File: src/rtl/priority_arbiter_if.sv
// Request/grant bundle for the 4-way priority arbiter.
// The master side drives requests; the slave side is the arbiter itself.
interface priority_arbiter_if;
  logic [3:0] req;
  logic       rr_mode;
  logic [3:0] gnt;
  logic [1:0] gnt_id;
  logic       busy;
  logic       timeout;

  modport master (
    output req, rr_mode,
    input  gnt, gnt_id, busy, timeout
  );

  modport slave (
    input  req, rr_mode,
    output gnt, gnt_id, busy, timeout
  );
endinterface

File: src/rtl/priority_arbiter.sv
// Four-requester arbiter with fixed or round-robin priority, a non-preemptive grant,
// a bounded hold time and a one-cycle gap between consecutive grants.
module priority_arbiter #(
  parameter int MAX_HOLD = 15
) (
  input logic          clk,
  input logic          rst,
  priority_arbiter_if.slave bus
);

  typedef enum logic [1:0] {IDLE, GRANT, GAP} state_t;

  localparam logic [7:0] hold_max = 8'(MAX_HOLD);

  state_t     state, state_n;
  logic [3:0] gnt_q, gnt_n;
  logic [1:0] id_q, id_n;
  logic [1:0] last_q, last_n;
  logic       busy_q, busy_n;
  logic       timeout_q, timeout_n;
  logic [7:0] hold_q, hold_n;

  logic [3:0] eligible;
  logic [1:0] start;
  logic [1:0] idx;
  logic [1:0] pick;
  logic       found;

  // Descending search from the start index; fixed mode always starts at 3. A high
  // timeout register means we are in the gap right after a forced release, so the
  // requester that just timed out sits out this one arbitration.
  always_comb begin
    eligible = bus.req & ~(timeout_q ? (4'b0001 << last_q) : 4'b0000);
    start    = bus.rr_mode ? last_q - 2'd1 : 2'd3;
    found    = 1'b0;
    pick     = 2'd0;
    idx      = 2'd0;
    for (int k = 0; k < 4; k++) begin
      idx = start - 2'(k);
      if (!found && eligible[idx]) begin
        found = 1'b1;
        pick  = idx;
      end
    end
  end

  always_comb begin
    state_n   = state;
    gnt_n     = gnt_q;
    id_n      = id_q;
    last_n    = last_q;
    busy_n    = busy_q;
    timeout_n = 1'b0;
    hold_n    = hold_q;

    case (state)
      IDLE, GAP: begin
        if (found) begin
          state_n = GRANT;
          gnt_n   = 4'b0001 << pick;
          id_n    = pick;
          busy_n  = 1'b1;
          hold_n  = 8'd1;
        end else begin
          state_n = IDLE;
          gnt_n   = 4'b0000;
          busy_n  = 1'b0;
          hold_n  = 8'd0;
        end
      end

      GRANT: begin
        // A dropped request wins over an expiring hold count, so no pulse then.
        if (!bus.req[id_q] || hold_q == hold_max) begin
          state_n   = GAP;
          gnt_n     = 4'b0000;
          busy_n    = 1'b0;
          hold_n    = 8'd0;
          last_n    = id_q;
          timeout_n = bus.req[id_q];
        end else begin
          hold_n = hold_q + 8'd1;
        end
      end

      default: begin
        state_n = IDLE;
        gnt_n   = 4'b0000;
        busy_n  = 1'b0;
        hold_n  = 8'd0;
      end
    endcase
  end

  always_ff @(posedge clk) begin
    if (rst) begin
      state     <= IDLE;
      gnt_q     <= 4'b0000;
      id_q      <= 2'd0;
      last_q    <= 2'd0;
      busy_q    <= 1'b0;
      timeout_q <= 1'b0;
      hold_q    <= 8'd0;
    end else begin
      state     <= state_n;
      gnt_q     <= gnt_n;
      id_q      <= id_n;
      last_q    <= last_n;
      busy_q    <= busy_n;
      timeout_q <= timeout_n;
      hold_q    <= hold_n;
    end
  end

  assign bus.gnt     = gnt_q;
  assign bus.gnt_id  = id_q;
  assign bus.busy    = busy_q;
  assign bus.timeout = timeout_q;

endmodule
File: src/flat_wrapper.sv
// flat-port wrapper written by rule: the top's interface ports become plain ports
module priority_arbiter_flat 
#(
  parameter int MAX_HOLD = 15
)
  (clk, rst, bus_req, bus_rr_mode, bus_gnt, bus_gnt_id, bus_busy, bus_timeout);
  priority_arbiter_if bus_i ();
  input logic clk;
  input logic rst;
  input wire logic [$bits(bus_i.req)-1:0] bus_req;
  input wire logic [$bits(bus_i.rr_mode)-1:0] bus_rr_mode;
  output wire logic [$bits(bus_i.gnt)-1:0] bus_gnt;
  output wire logic [$bits(bus_i.gnt_id)-1:0] bus_gnt_id;
  output wire logic [$bits(bus_i.busy)-1:0] bus_busy;
  output wire logic [$bits(bus_i.timeout)-1:0] bus_timeout;
  assign bus_i.req = bus_req;
  assign bus_i.rr_mode = bus_rr_mode;
  assign bus_gnt = bus_i.gnt;
  assign bus_gnt_id = bus_i.gnt_id;
  assign bus_busy = bus_i.busy;
  assign bus_timeout = bus_i.timeout;
  priority_arbiter #(.MAX_HOLD(MAX_HOLD)) u_core (.clk(clk), .rst(rst), .bus(bus_i));
endmodule
File: config.mk
export PLATFORM = sky130hd
export DESIGN_NAME = priority_arbiter_flat
export DESIGN_NICKNAME = d
export VERILOG_FILES = /design/src/rtl/priority_arbiter_if.sv /design/src/rtl/priority_arbiter.sv /design/src/flat_wrapper.sv
export SDC_FILE = /design/constraint.sdc
export NUM_CORES = 1
export LEC_CHECK = 0
export CAP_MARGIN = 10
export CORE_MARGIN = 5
export CORE_UTILIZATION = 50
export DETAILED_ROUTE_END_ITERATION = 6
export GPL_ROUTABILITY_DRIVEN = 0
export PLACE_DENSITY = 0.7
export SLEW_MARGIN = 20
export SYNTH_ARGS = -nofsm -noshare
export SYNTH_HDL_FRONTEND = slang
export SYNTH_SLANG_ARGS = --single-unit
File: constraint.sdc
create_clock -name clk -period 3.7 [get_ports clk]
set_clock_uncertainty 0.15 [all_clocks]
set_input_delay 0.37 -clock clk [delete_from_list [all_inputs] [get_ports clk]]
set_output_delay 0.37 -clock clk [all_outputs]
set_load 0.02 [all_outputs]
==> reports/metrics.cfg, run 1 <==
[clock_network]
h-tree-depth=1
ctsHoldBuffers=0
clk_latency_ns=0.31
post_cts_resized=0
cts_made_buffers=3
cts_setup_buffers=0
clkSlewWorstSetupHoldPaths_ns=0.11
cts_tree=yes
clk_path_buf_depth=2
clkSinkCount=20
clock-root-buffer=clkbuf_4

[logic_synthesis]
synthFlopType=dfxtp_1
yosysUniqueCellTypes=41
synth_seq_cells=20
synthArstFlopShare_pct=0
synth_area_per_cell_sq_um=8.857
synth_area_sq_mm=0.001231
synth-edff-count=0
yosysSeqAreaShare_pct=32.52
synth_nets=151
synth_cells=139
ys.warnings.count=0

[global_routing]
grt_util_met1_pct=22.47
met3_usage_pct=7.407
top_usage_layer=met2
grt_use_met2_pct=23.24
grt_use_total_pct=16.05
grt_pass1_wl_mm=4.333
grt_max_degree=13
grt.overflow.total=0
grt_pass1_vias=967
antenna_found_initial=0

[pwr]
comb_power_share_pct=26.1
clockPowerShare_pct=30.7
p_int_mw=0.4123
p_per_area_mw_per_mm2=408.0
peakVddDrop_mv=0.4227
pwr-share-seq_pct=43.2
p_sw_mw=0.1686
p_sw_share_pct=29.03
p_leak_nw=0.5584

[critical_path]
end_kind=flip-flop
start_kind=flip-flop
crit_type=flip-flop to flip-flop
cp.required_ns=3.80
critPathArrivalTime_ns=2.76
cp_max_fo=9

[timing]
final_max_slew_viol_count=0
timing.fmax_ghz=0.3758
finalHoldViolCount=0
rsz0062_at_grt=no
finalCritPeriodShare_pct=71.93
fin_ws_ns=1.039
finalSetupViolations=0
worst_pin_slew_ns=0.6715
slew_headroom_pct=54.89
min_period_ns=2.661
tns_ns=0

[final_layout]
num-fill-cells=224
drive_gt1_share_pct=10.46
layout_commonest_cell=dfxtp_1
regArea_sq_um=400.4
area_delta_synth_final_pct=15.65
final_cell_mix=20 x dfxtp_1, 14 x nor2_1, 14 x nand2_1, 14 x clkdlybuf4s50_1, 9 x o21ai_0
fin_nets=166
n_antenna_cell=0
multi_input_area_sq_um=782.0

[die]
rows=18
core_sq_mm=0.002410
die_area_sq_mm=0.003555
die-width_microns=59.62
dieHeight_microns=59.62
start_util_pct=51.09
ioPinCount=15

[placed_design]
dp_slack_ns=1.030
dp_hpwl_mm=2.051
numPortBuffers=14

[hold_path]
hp-class=flip-flop to flip-flop

[drt]
drtIter0Drc=32
remaining_drc_errors=0
drt_pre_antenna_iters=4
num_vias=1074
wire_per_inst_microns=14.43
wl_mm=2.641
via_per_inst=5.869
ant_nets=0

[job]
maxCapViolCount=0

[outcome]
status=finished, final reports clean

[through the flow]
stage | utilization [%] | instances | hold slack (ns) | area [sq um] | power (mW)
CTS | 59.09 | 183 | 0.3012 | 1424 | 0.5868
detailed placement | 56.91 | 179 | 0.2855 | 1371 | 0.4066
floorplan | - | 139 | 0.2508 | 1231 | 0.3589
global placement | 56.91 | 179 | 0.2841 | 1371 | 0.4036
global route | 59.09 | 183 | 0.3074 | 1424 | 0.6117
finish | 59.09 | 183 | 0.2984 | 1424 | 0.5810
[metal layers]
| metal | vias to the layer above | wire [microns] |
|---|---|---|
| met5 | - | 0 |
| met4 | 0 | 10 |
| met3 | 3 | 258 |
| met2 | 37 | 1129 |
| met1 | 506 | 1243 |
| li1 | 528 | - |
[kinds of logic after synthesis]
logic type / share of synthesized area, %
buf+inv: 3.963
flops: 32.52
fa+ha+maj: 5.081
simple gates: 21.85
mux: 6.910
xor+xnor: 4.980
compound gates: 24.69
[state kept, by name (all words and copies together), names as in the netlist]
register            flops
u_core.bus.busy         1
u_core.bus.gnt          4
u_core.bus.gnt_id       2
u_core.bus.timeout      1
u_core.hold_q           8
u_core.last_q           2
u_core.state            2
[worst max-delay path, cell delays in order (launching register included)]
cell and delay [ns]:
dfxtp_1 0.61, inv_1 0.13, ha_1 0.39, nand2_1 0.26, mux4_2 0.38, o211ai_2 0.09, a21oi_2 0.08, or3_4 0.38
o21ai_1 0.14
[Yosys cell counts (all sizes together), types with 5 or more instances]
cell type,n,area share (%)
nor2,14,4.3
a21boi,5,3.4
nand2,15,5.9
a21oi,6,2.7
ha,5,5.1
nand2b,5,2.5
nand3,5,2.0
dfxtp,20,33
o21ai,12,4.9
o211ai,5,3.5
[cell type report]
class	count	share of cell area (%)
clock inverters	1	2.109
clock buffers	3	1.582
inverters	3	0.7909
well taps	30	2.636
multi-input cells	112	54.92
repair buffers	14	9.842
flip-flops and latches	20	28.12
[power groups by stage]
stage / Combinational [mW] / Sequential, mW / Clock, mW
floorplan: 0.0960 / 0.263 / 0
global placement: 0.148 / 0.256 / 0
detailed placement: 0.151 / 0.256 / 0
CTS: 0.152 / 0.251 / 0.184
global route: 0.167 / 0.254 / 0.191
finish: 0.152 / 0.251 / 0.178
[final timing paths]
check | start | cells past startpoint | slack [ns] | endpoint
max | u_core.last_q[0] | 8 | 1.04 | u_core.bus.gnt[3]
min | u_core.bus.busy | 2 | 0.30 | u_core.bus.busy
max reg2reg | u_core.last_q[0] | 8 | 1.04 | u_core.bus.gnt[3]
min reg2reg | u_core.bus.busy | 2 | 0.30 | u_core.bus.busy
Power figures use the tool's default switching activity.
==> run 2: changes to the inputs <==
- CORE_UTILIZATION: 50 -> 49
- PLACE_DENSITY: 0.7 -> 0.71
- clock period: 3.7 -> 2.3 ns (I/O delays scaled with it)
==> reports/metrics.cfg, run 2 (synthesis gave the netlist of run 1 again) <==
[final_layout]
final_cell_mix=18 x dfxtp_1, 14 x nor2_1, 14 x clkdlybuf4s50_1
layout_commonest_cell=dfxtp_1
n_antenna_cell=0  ; unchanged
fin_cells=193  ; +5.5%
drive_gt1_share_pct=19.63  ; +9.2 points
regMostFlops=u_core.hold_q
largest_reg_flops=8  ; unchanged
area_delta_synth_final_pct=23.48
fin_nets=176  ; +6.0%

[critical_path]
slowest_delay_ns=0.40  ; -0.21 ns
cp.required_ns=2.40  ; -1.40 ns
cp_max_fo=6  ; -3
crit_family=simple AND/OR/NAND/NOR gates
crit_type=flip-flop to flip-flop
critPathArrivalTime_ns=2.27  ; -0.49 ns
end_kind=flip-flop
critPathBufInv=1  ; unchanged
slowest_stage=dfxtp_2
start_kind=flip-flop
crit_chain=inv_1, ha_2, nand2_2, mux4_2, o211ai_2, a21oi_2, or3_4, o21ai_1

[pwr]
comb_power_share_pct=28.5  ; +2.4 points
peakVddDrop_mv=0.5541  ; +31%
p_sw_mw=0.2815  ; +67%
p_per_area_mw_per_mm2=633.8  ; +55%
clockPowerShare_pct=29.7  ; -1.0 points
p_sw_share_pct=29.22  ; +0.19 points
p_int_mw=0.6820  ; +65%
p_leak_nw=0.6099  ; +9.2%
pwr-share-seq_pct=41.8  ; -1.4 points

[timing]
tns_ns=0  ; unchanged
final_max_slew_viol_count=0  ; unchanged
rsz0062_at_grt=no
worst_pin_slew_ns=0.6503  ; -0.02119 ns
finalSetupViolations=0  ; unchanged
finalCritPeriodShare_pct=94.68  ; +23 points
min_period_ns=2.178  ; -0.4836 ns
finalHoldViolCount=0  ; unchanged
fin_ws_ns=0.1223  ; -0.9164 ns
slew_headroom_pct=56.31  ; +1.4 points
timing.fmax_ghz=0.4592  ; +22%

[clock_network]
clk_path_buf_depth=2  ; unchanged
clock-root-buffer=clkbuf_4
clkSlewWorstSetupHoldPaths_ns=0.12  ; about the same
h-tree-depth=1  ; unchanged
clk_latency_ns=0.30  ; about the same
clkSinkCount=20  ; unchanged
cts_made_buffers=3  ; unchanged
ctsHoldBuffers=0  ; unchanged
cts_setup_buffers=0  ; unchanged
cts_tree=yes

[drt]
wire_per_inst_microns=14.91  ; +3.3%
remaining_drc_errors=0  ; unchanged
wl_met1_mm=1.393  ; +12%
wl_mm=2.877  ; +8.9%
drtIter0Drc=40  ; +25%
drt_pre_antenna_iters=4  ; unchanged
ant_nets=0  ; unchanged
num_vias=1100  ; +2.4%
wl_met2_mm=1.286  ; +14%
highest_layer=met4
via_per_inst=5.699  ; -2.9%
wl_met3_microns=175  ; -32%

[global_routing]
antenna_found_initial=0  ; unchanged
grt_max_degree=13  ; unchanged
grt_pass1_vias=1118  ; +16%
grt_pass1_wl_mm=4.940  ; +14%
grt.overflow.total=0  ; unchanged
grt_use_total_pct=17.83  ; +1.8 points

[placed_design]
dp_slack_ns=-0.06897  ; -1.099 ns
dp_hpwl_mm=2.255  ; +10%
numPortBuffers=14  ; unchanged
dp.cells=189  ; +5.6%

[die]
rows=18  ; unchanged
start_util_pct=50.62  ; -0.47 points
ioPinCount=15  ; unchanged
die-width_microns=60.13  ; +0.85%
dieHeight_microns=60.13  ; +0.85%
die_area_sq_mm=0.003615  ; +1.7%
core_sq_mm=0.002432  ; +0.93%

[outcome]
status=finished, final reports clean

[job]
maxCapViolCount=0  ; unchanged

[hold_path]
hp-class=flip-flop to flip-flop

==> run 2: changes by cell type in the layout (fill, tap and decap cells not counted), moves of 2 or more <==
cell | before | now
dfxtp_1 | 20 | 18
o21ai_1 | 3 | 6
o21ai_0 | 9 | 6
buf_4 | 0 | 10
dfxtp_2 | 0 | 2
==> run 2: layout make-up <==
type	instances	area [sq um]
repair buffers	24	215.2
inverters	3	11.26
clock buffers	3	22.52
well taps	30	37.54
flip-flops and latches	20	402.9
multi-input cells	112	800.8
clock inverters	1	30.03
fillers	218	912.1
==> run 2: power by group through the flow <==
stage / combinational, mW / clock (mW) / sequential (mW)
finish: 0.274 / 0.286 / 0.403
global route: 0.303 / 0.308 / 0.407
floorplan: 0.154 / 0 / 0.423
detailed placement: 0.265 / 0 / 0.410
global placement: 0.260 / 0 / 0.408
CTS: 0.269 / 0.291 / 0.403
==> run 2: stage by stage <==
stage	utilization [%]	area [sq um]	power [mW]	hold WS, ns
2_1_floorplan	-	1231	0.5774	0.1491
3_3_place_gp	59.47	1446	0.6680	0.2696
3_5_place_dp	59.47	1446	0.6745	0.2838
4_1_cts	61.68	1500	0.9628	0.2982
5_1_grt	62.50	1520	1.018	0.3159
6_report	62.50	1520	0.9635	0.2941
==> run 2: metal layers <==
metal / GRT usage, % / up-vias
met1: 24.08 / 513
met3: 5.400 / 4
met4: 4.114 / 0
li1: - / 550
met5: 0 / -
met2: 27.78 / 33
==> run 2: what timing repair did <==
item                                   CTS  global route
endpoints found under the hold margin    0             0
cloned                                   0             0
setup endpoints to repair                3             6
gates resized for setup                  3             7
pin swaps                                0             0
==> run 2: path summary, 6_finish.rpt <==
kind,startpoint,end,slack [ns],depth (start not counted)
max,u_core.last_q[0],u_core.bus.gnt[3],0.12,8
min,u_core.state[1],u_core.hold_q[3],0.29,1
max reg2reg,u_core.last_q[0],u_core.bus.gnt[3],0.12,8
min reg2reg,u_core.state[1],u_core.hold_q[3],0.29,1
